File: src/rtl/wb_commit_pkg.sv
// Shared types for the writeback commit stage and its trace FIFO.
// Holds the register-write bundle, trace record layout and select codes.
package wb_commit_pkg;

    typedef struct packed {
        logic RFWr;
        logic HIWr;
        logic LOWr;
    } RegsWrType;

    typedef struct packed {
        logic [31:0] pc;
        logic [3:0]  wen;
        logic [4:0]  wnum;
        logic [31:0] wdata;
    } TraceEntry;

    localparam logic [1:0] WBSEL_RESULT = 2'b00;
    localparam logic [1:0] WBSEL_DMOUT  = 2'b01;

    localparam int TRACE_DEPTH_DEF = 4;

    function automatic logic [3:0] trace_wen(input logic wr);
        return wr ? 4'hF : 4'h0;
    endfunction

endpackage

File: src/rtl/wb_commit_trace_fifo.sv
// First-word-fall-through FIFO of commit trace records.
// Head is registered: a push is visible at dout no earlier than next cycle.
module trace_fifo
    import wb_commit_pkg::*;
#(
    parameter int DEPTH = TRACE_DEPTH_DEF
) (
    input  logic                     clk,
    input  logic                     rst,
    input  logic                     push,
    input  TraceEntry                din,
    input  logic                     pop,
    output TraceEntry                dout,
    output logic [$clog2(DEPTH):0]   count
);

    localparam int AW = $clog2(DEPTH);
    localparam int CW = AW + 1;

    TraceEntry       mem [DEPTH];
    logic [AW-1:0]   wr_ptr;
    logic [AW-1:0]   rd_ptr;

    // Power-of-two depth lets the pointers wrap by plain overflow.
    always_ff @(posedge clk) begin
        if (!rst) begin
            wr_ptr <= '0;
            rd_ptr <= '0;
            count  <= '0;
        end else begin
            if (push) wr_ptr <= wr_ptr + AW'(1);
            if (pop)  rd_ptr <= rd_ptr + AW'(1);
            case ({push, pop})
                2'b10:   count <= count + CW'(1);
                2'b01:   count <= count - CW'(1);
                default: count <= count;
            endcase
        end
    end

    always_ff @(posedge clk) begin
        if (push) mem[wr_ptr] <= din;
    end

    assign dout = mem[rd_ptr];

endmodule

File: src/rtl/wb_commit.sv
// Writeback commit: selects write data, gates RF writes on trace space,
// stalls when the trace FIFO is full and counts committed instructions.
module wb_commit
    import wb_commit_pkg::*;
#(
    parameter int TRACE_DEPTH = TRACE_DEPTH_DEF
) (
    input  logic        clk,
    input  logic        rst,
    input  logic [31:0] WB_PC,
    input  logic [31:0] WB_Instr,
    input  logic [1:0]  WB_WbSel,
    input  logic [4:0]  WB_Dst,
    input  logic [31:0] WB_DMOut,
    input  logic [31:0] WB_Result,
    input  RegsWrType   WB_RegsWrType,
    output logic        RF_Wen,
    output logic [4:0]  RF_Waddr,
    output logic [31:0] RF_Wdata,
    output logic        WB_Stall,
    output logic        debug_wb_valid,
    input  logic        debug_wb_ready,
    output logic [31:0] debug_wb_pc,
    output logic [3:0]  debug_wb_rf_wen,
    output logic [4:0]  debug_wb_rf_wnum,
    output logic [31:0] debug_wb_rf_wdata,
    output logic [31:0] commit_cnt
);

    localparam int CW = $clog2(TRACE_DEPTH) + 1;

    logic          valid;
    logic          wr;
    logic [31:0]   wdata;
    logic          full;
    logic          pop;
    logic          accept;
    logic [CW-1:0] fifo_count;
    logic [31:0]   commit_q;
    TraceEntry     entry;
    TraceEntry     head;
    logic          unused;

    assign unused = ^{WB_Instr, WB_RegsWrType.HIWr, WB_RegsWrType.LOWr};

    assign valid = (WB_PC != 32'b0);
    assign wdata = (WB_WbSel == WBSEL_DMOUT) ? WB_DMOut : WB_Result;
    assign wr    = valid & WB_RegsWrType.RFWr & (WB_Dst != 5'd0);

    assign full   = (fifo_count == CW'(TRACE_DEPTH));
    assign pop    = debug_wb_valid & debug_wb_ready;
    // A pop at full frees the slot in the same edge, so no stall.
    assign accept = valid & (~full | pop);

    assign RF_Wen   = wr & accept & rst;
    assign RF_Waddr = WB_Dst;
    assign RF_Wdata = wdata;
    assign WB_Stall = valid & ~accept & rst;

    assign entry.pc    = WB_PC;
    assign entry.wen   = trace_wen(wr);
    assign entry.wnum  = WB_Dst;
    assign entry.wdata = wdata;

    trace_fifo #(
        .DEPTH (TRACE_DEPTH)
    ) u_fifo (
        .clk   (clk),
        .rst   (rst),
        .push  (accept),
        .din   (entry),
        .pop   (pop),
        .dout  (head),
        .count (fifo_count)
    );

    assign debug_wb_valid    = (fifo_count != '0);
    assign debug_wb_pc       = head.pc;
    assign debug_wb_rf_wen   = head.wen;
    assign debug_wb_rf_wnum  = head.wnum;
    assign debug_wb_rf_wdata = head.wdata;

    always_ff @(posedge clk) begin
        if (!rst)        commit_q <= '0;
        else if (accept) commit_q <= commit_q + 32'd1;
    end

    assign commit_cnt = commit_q;

endmodule
File: config.mk
export PLATFORM = sky130hd
export DESIGN_NAME = wb_commit
export DESIGN_NICKNAME = d
export VERILOG_FILES = /design/src/rtl/wb_commit_pkg.sv /design/src/rtl/wb_commit_trace_fifo.sv /design/src/rtl/wb_commit.sv
export SDC_FILE = /design/constraint.sdc
export NUM_CORES = 1
export LEC_CHECK = 0
export ABC_AREA = 1
export CAP_MARGIN = 20
export CORE_ASPECT_RATIO = 1.75
export CORE_UTILIZATION = 55
export DETAILED_ROUTE_END_ITERATION = 10
export PLACE_DENSITY_LB_ADDON = 0.12
export SLEW_MARGIN = 20
export SYNTH_ARGS = -nofsm -noshare
export SYNTH_HDL_FRONTEND = slang
export SYNTH_SLANG_ARGS = --single-unit
File: constraint.sdc
create_clock -name clk -period 15.2 [get_ports clk]
set_clock_uncertainty 0.2 [all_clocks]
set_input_delay 2.28 -clock clk [delete_from_list [all_inputs] [get_ports clk]]
set_output_delay 2.28 -clock clk [all_outputs]
set_load 0.02 [all_outputs]
==> summary.md, run 1 <==
| Metric | Value |
|---|---|
| Final Cell Area | `about 17,000 um2` |
| Slew Limit Fails | `0` |
| Post-Route WL | `33.03 mm` |
| Startpoint type of the worst setup path | `input pin` |
| Layout area overhead | `26.86%` |
| DR pass1 iterations | `5` |
| Gr usage total | `0.2608` |
| Sink Count | `roughly 320` |
| Vias | `9,667` |
| Layout fillers | `1,754` |
| Core area | `24,020 um2` |
| Setup CP Type | `in -> out` |
| Htree depth | `1` |
| Peak Freq | `139.1 MHz` |
| Largest net degree at the start of global routing | `approximately 80` |
| Hold Path Depth | `2` |
| Syn_area_per_cell | `11.43 um2` |
| Core Util, Final | `0.7123` |
| HP Class | `reg -> reg` |
| R2R setup slack | `12.43 ns` |
| Worst vdd rail ir drop | `81.98 uV` |
| Worst reg2reg path depth | `7` |
| GRT overflow | `0` |
| IO Count | `286` |
| Die H | `around 210 um` |
| P_leak | `5.894 nW` |
| DP HPWL | `20.15 mm` |
| First-pass GRT wire length | `50.00 mm` |
| Setup bufs post-CTS | `0` |
| RR Startpoint | `u_fifo.count[0]$_SDFFE_PN0P_` |
| DR vias/cell | `5.575` |
| Max Root-Sink Buffers | `3` |
| Reg-to-Reg End | `u_fifo.mem[3][42]$_DFFE_PP_` |
| Syn Nets | `1,327` |
| Remaining DRCs | `0` |
| Worst EP required | `12.72 ns` |
| Flops & latches, synth | `321` |
| Clock root buffer | `clkbuf_16` |
| Initial core utilization | `0.5615` |
| Status | `complete, no violations` |
| Worst-path clk slew | `0.06 ns` |
| TritonCTS clock tree | `done` |
| I/O Buffers | `approximately 250` |
| Hold slack | `0.2681 ns` |
| Final ANT Viol Nets | `0` |
| Num rows | `between 70 and 80` |
| Worst-path maximum fanout | `39` |
| Worst setup EP type | `primary output` |
| Die X | `120.4 um` |
| Count of final setup violators | `0` |
| Syn Inst Count | `1,180` |
| Tmin final | `a little over 7 ns` |
| CTS Buf Count | `28` |
| Area after DPL | `~16,000 um2` |
| Hold-fix buffers, CTS | `0` |
| Relative slew slack | `0.2753` |
| MaxCap Viol Count | `0` |
| TNS Setup | `0 ns` |
| Critical Path AT | `4.71 ns` |
| Die ar. | `25,180 um2` |
| Final hold violations | `0` |
| ANT cells | `0` |
| RSZ-0062 raised after global routing | `no` |
| Worst Tran Pin Value | `1.087 ns` |
| DR iter-0 viols | `about 590` |
| Nets | `1,551` |
| Routed len/inst | `19.05 um` |
| Hold Crit Start | `u_fifo.rd_ptr[1]$_SDFFE_PN0P_` |
| Layout cell share with drive strength beyond 1 | `0.08485` |
| Gp weighted congestion | `1.049` |
| Post-cts resize count | `0` |
| Crit share post-route | `0.4730` |
| Initial antenna violation count | `0` |
| Vias in the first global route | `9,519` |
| Syn Std Cell Area | `13,490 um2` |
| Yosys warning total | `0` |
| Sequential-to-total area share from yosys stat | `0.6842` |
| PwrDens | `140.3 nW/um2` |
| Library cells used by synthesis | `32` |
| Clock Latency Late Sink | `0.55 ns` |
## cell usage after synthesis
cell type	instances	area, um2
and2_1	1	6.260
nor3_1	13	65.06
xor2_1	8	70.07
edfxtp_1	280	8408
nand2_1	170	638.1
nand4_1	3	18.77
nand3b_1	9	67.56
xnor2_1	1	8.760
buf_4	8	60.06
ha_1	5	62.56
a21oi_1	28	140.1
nand3_1	16	80.08
nor2_4	1	11.26
clkbuf_1	38	142.6
nand2_4	2	22.52
nor2_1	200	750.7
nand3_2	2	20.02
nand2_2	2	12.51
nor3_2	2	20.02
o21ai_0	149	745.7
nor2_2	6	37.54
o22ai_1	70	437.9
fa_1	1	20.02
inv_1	61	229.0
dfxtp_1	41	820.8
a21oi_2	10	87.58
buf_8	2	30.03
mux2_2	32	360.4
buf_2	15	75.07
inv_2	2	7.510
buf_12	1	20.02
buf_6	1	11.26
## registers in the layout (all words and copies together) (netlist names), named ones only
| signal | flops |
|---|---|
| u_fifo.mem | 280 |
| commit_cnt | 32 |
| u_fifo.count | 3 |
| u_fifo.rd_ptr | 2 |
| u_fifo.wr_ptr | 2 |
## logic make-up (layout without fill, tap and decap cells)
logic type | count (synthesis) | after routing | share of synthesized area
AND/OR/NAND/NOR | 427 | 427 | 0.1298
flip-flops | 321 | 321 | 0.6842
AO/OA/AOI/OAI | 257 | 257 | 0.1046
buffers and inverters | 128 | 374 | 0.04267
multiplexers | 32 | 32 | 0.02672
XOR/XNOR | 9 | 9 | 0.005844
adder cells (fa/ha/maj) | 6 | 6 | 0.006123
## critical path, cell delays in order
cell	delay (ns)
clkdlybuf4s50_1	0.51
inv_1	0.09
nand2_1	0.05
nor2_1	0.20
nand2_1	0.12
nor2_1	0.17
nand2_2	0.13
nand2_4	0.43
nor3_1	0.14
clkdlybuf4s50_1	0.59
## per-layer routing
layer / global-route usage / routed length (um) / up-vias
met5: 0 / 0 / -
met4: 0.1192 / 1427 / 0
met3: 0.03248 / 1758 / 77
met2: 0.5016 / 18180 / 331
met1: 0.2766 / 11670 / 4670
li1: - / - / 4589
## worst max path at each step
stage,slack (ns),startpoint,to
finish,8.01,WB_PC[4],RF_Wen
detailed placement,8.01,WB_PC[4],RF_Wen
global route,7.88,WB_PC[9],RF_Wen
CTS,8.00,WB_PC[4],RF_Wen
global placement,7.99,WB_PC[4],RF_Wen
floorplan,8.69,WB_PC[23],u_fifo.mem[0][0]$_DFFE_PP_
## report_power, final
| group | internal, mW | total [mW] | leakage (nW) | switching [mW] |
|---|---|---|---|---|
| Sequential | 1.07 | 1.10 | 2.96 | 0.0343 |
| Combinational | 0.223 | 0.570 | 2.46 | 0.348 |
| Clock | 0.419 | 0.730 | 0.476 | 0.310 |
## layout make-up
class | instances | area (um2) | share of cell area
Inverter | 63 | 239.0 | 0.01397
Sequential cell | 321 | 9234 | 0.5396
Tap cell | 308 | 385.4 | 0.02252
Clock buffer | 38 | 789.5 | 0.04614
Clock inverter | 14 | 175.2 | 0.01024
Multi-Input combinational cell | 731 | 3716 | 0.2172
Timing Repair Buffer | 259 | 2572 | 0.1503
## cell usage in the layout, fill, tap and decap left out, drive strengths merged
cell type      synthesis  layout
inv                   63      65
mux2                  32      32
a21oi                 38      38
o22ai                 70      70
clkdlybuf4s50          0     251
clkinv                 0       9
buf                   27       8
nand3                 18      18
nand3b                 9       9
clkbuf                38      38
o21ai                149     149
bufinv                 0       3
nor2                 207     207
nand4                  3       3
nand2                174     174
fa                     1       1
nor3                  15      15
edfxtp               280     280
xnor2                  1       1
xor2                   8       8
dfxtp                 41      41
ha                     5       5
and2                   1       1
## metrics by stage
| step | worst slack [ns] | instances | total power, mW |
|---|---|---|---|
| 3_3_place_gp | 7.993 | 1682 | 1.681 |
| 6_report | 8.010 | 1734 | 2.400 |
| 4_1_cts | 7.999 | 1734 | 2.418 |
| 3_5_place_dp | 8.007 | 1682 | 1.693 |
| 2_1_floorplan | 8.694 | 1180 | 1.436 |
| 5_1_grt | 7.875 | 1734 | 2.490 |
(Power assumes the default switching activity.)
==> inputs of run 2 (changes only) <==
Settings changed: CORE_UTILIZATION 55 to 46.
Clock period 15.2 ns to 6.4 ns, I/O delays scaled along.
==> run 2 against run 1 <==
Count of clock-buffer cells in the layout grew 1. Via count shrank 1.7%. Critical path depth shrank 5. Setup slack lost 6.3 ns. First-iteration DRC count shrank 18%. Final cell count grew 4.4%. Total power grew 140%. Sequential cell count is the same. Combinational power grew 140%. Hold slack lost 0.0076 ns. Critical endpoint is now debug_wb_rf_wnum[1]. Largest power group unchanged.
==> summary.md, run 2 (synthesized netlist as in run 1, its figures left out) <==
| Metric | Value |
|---|---|
| Sink Count | `321 (unchanged)` |
| Placed cell count | `1,756 (was 1,682)` |
| DR pass1 iterations | `4 (was 5)` |
| P_leak | `5.884 nW (was 5.894 nW)` |
| Hold slack | `0.2605 ns (was 0.2681 ns)` |
| Worst Tran Pin Value | `0.8830 ns (was 1.087 ns)` |
| Met1 wire length | `12.73 mm (was 11.67 mm)` |
| Nets | `1,556 (was 1,551)` |
| TritonCTS clock tree | `done (unchanged)` |
| Count of final setup violators | `0 (unchanged)` |
| Die ar. | `30,040 um2 (was 25,180 um2)` |
| Gr usage total | `0.2165 (was 0.2608)` |
| IO Count | `286 (unchanged)` |
| Worst vdd rail ir drop | `230.0 uV (was 81.98 uV)` |
| DP HPWL | `20.42 mm (was 20.15 mm)` |
| Vias in the first global route | `9,185 (was 9,519)` |
| Startpoint type of the worst setup path | `flop (was input pin)` |
| Slew Limit Fails | `0 (unchanged)` |
| DR vias/cell | `5.246 (was 5.575)` |
| MaxCap Viol Count | `0 (unchanged)` |
| CTS Buf Count | `29 (was 28)` |
| Layout fillers | `2,396 (was 1,754)` |
| Clock root buffer | `clkbuf_16 (unchanged)` |
| Worst setup EP type | `primary output (unchanged)` |
| Post-Route WL | `32.90 mm (was 33.03 mm)` |
| Num rows | `82 (was 75)` |
| Setup bufs post-CTS | `0 (unchanged)` |
| Worst EP required | `5.24 ns (was 12.72 ns)` |
| Commonest non-fill, non-tap cells in the layout | `edfxtp_1 (280), clkdlybuf4s50_1 (251), nor2_1 (196), nand2_1 (169), o21ai_0 (149) (unchanged)` |
| Largest stage delay, worst path | `0.76 ns (was 0.59 ns)` |
| Vias | `9,501 (was 9,667)` |
| Register area | `9234 um2 (unchanged)` |
| DR iter-0 viols | `480 (was 588)` |
| Max Used Layer | `met4 (unchanged)` |
| Initial antenna violation count | `1 (was 0)` |
| Largest register FFs | `280 (unchanged)` |
| Remaining DRCs | `0 (unchanged)` |
| Hold-fix buffers, CTS | `0 (unchanged)` |
| Relative slew slack | `0.4093 (was 0.2753)` |
| Die H | `228.5 um (was 209.2 um)` |
| Top Family by Delay on Critical Path | `buffers and inverters (was simple AND/OR/NAND/NOR gates)` |
| Core area | `28,730 um2 (was 24,020 um2)` |
| Max Root-Sink Buffers | `3 (unchanged)` |
| Slowest CP cell | `inv_4 (was clkdlybuf4s50_1)` |
| Die X | `131.4 um (was 120.4 um)` |
| Initial core utilization | `0.4695 (was 0.5615)` |
| Status | `complete, no violations (unchanged)` |
| Worst path cell trace | `inv_4 > buf_4 > o21ai_0 > o22ai_1 > clkdlybuf4s50_1 (was clkdlybuf4s50_1 > inv_1 > nand2_1 > nor2_1 > nand2_1 > nor2_1 > nand2_2 > nand2_4 > nor3_1 > clkdlybuf4s50_1)` |
| Clock Latency Late Sink | `0.55 ns (about the same)` |
| RSZ-0062 raised after global routing | `no (unchanged)` |
| Worst-path maximum fanout | `89 (was 39)` |
| Gp weighted congestion | `0.9177 (was 1.049)` |
| Crit share post-route | `0.7346` |
| Setup CP Type | `reg -> out (was in -> out)` |
| Most flops, register | `u_fifo.mem (unchanged)` |
| First-pass GRT wire length | `50.23 mm (was 50.00 mm)` |
| Multi-input combinational cell area | `3716 um2 (unchanged)` |
| Post-cts resize count | `0 (unchanged)` |
| Htree depth | `1 (unchanged)` |
| Routed len/inst | `18.17 um (was 19.05 um)` |
| Met3 WL | `1.335 mm (was 1.758 mm)` |
| Largest net degree at the start of global routing | `90 (was 81)` |
| GRT overflow | `0 (unchanged)` |
| TNS Setup | `0 ns (unchanged)` |
| Layout cell share with drive strength beyond 1 | `0.08170 (was 0.08485)` |
| Final ANT Viol Nets | `0 (unchanged)` |
| HP Class | `reg -> reg (unchanged)` |
| WP buf/inv | `3 (unchanged)` |
| Layout area overhead | `27.49% (was 26.86%)` |
| Final std cells w/o fill | `1,811 (was 1,734)` |
| Final hold violations | `0 (unchanged)` |
| I/O Buffers | `251 (unchanged)` |
| Critical Path AT | `3.54 ns (was 4.71 ns)` |
| Tmin final | `~4.7 ns` |
| PwrDens | `329.1 nW/um2 (was 140.3 nW/um2)` |
| Most common cell after layout, fill and taps aside | `edfxtp_1 (unchanged)` |
| Peak Freq | `212.7 MHz` |
| Met2 wire len | `17.95 mm (was 18.18 mm)` |
| Worst-path clk slew | `0.06 ns (about the same)` |
[run 2: changes by cell type in the layout (fill, tap and decap cells not counted), sizes merged]
| cell | previous run | this run |
|---|---|---|
| clkinv | 9 | 10 |
| diode | 0 | 1 |
| buf | 8 | 12 |
| clkbuf | 38 | 39 |
[run 2: per-layer routing]
| metal | track usage | vias up |
|---|---|---|
| li1 | - | 4615 |
| met1 | 0.2430 | 4605 |
| met2 | 0.4158 | 238 |
| met3 | 0.02306 | 43 |
| met4 | 0.07885 | 0 |
| met5 | 0 | - |
[run 2: layout make-up]
type	count	area share
antenna	1	0.0001455
multi-input combinational	731	0.2161
clock buffer	39	0.04439
sequential	321	0.5370
inverter	63	0.01390
timing repair buffer	263	0.1521
tap	378	0.02751
clock inverter	15	0.008877
[run 2: path summary, 6_finish.rpt]
check,end,slack (ns),startpoint,cells past startpoint
max,debug_wb_rf_wnum[1],1.70,flop,5
max reg2reg,u_fifo.mem[1][1]$_DFFE_PP_,3.50,u_fifo.count[0]$_SDFFE_PN0P_,7
min,flop,0.26,u_fifo.rd_ptr[1]$_SDFFE_PN0P_,2
min reg2reg,flop,0.26,u_fifo.rd_ptr[1]$_SDFFE_PN0P_,2
[run 2: stage by stage]
stage	setup slack (ns)	utilization	power, mW	cell area [um2]
after floorplan	1.214	-	3.411	13490
after global placement	1.939	0.5666	4.018	16280
after detailed placement	1.934	0.5666	4.041	16280
after CTS	1.615	0.5985	5.717	17190
after global routing	1.433	0.5986	5.894	17200
final	1.698	0.5986	5.658	17200
[run 2: worst reg2reg max path, stage by stage (launching register included)]
cell,delay [ns]
dfxtp_1,0.42
nor2_2,0.09
nand2_2,0.10
nand2_4,0.07
nand3_2,0.11
nand2_4,0.31
nor2_4,0.74
buf_4,0.50
[run 2: where the power goes]
part / switching, mW / internal [mW] / leakage (nW) / total, mW
clock network: 0.725 / 0.959 / 0.444 / 1.68
registers: 0.0864 / 2.53 / 2.96 / 2.61
logic: 0.825 / 0.535 / 2.48 / 1.36
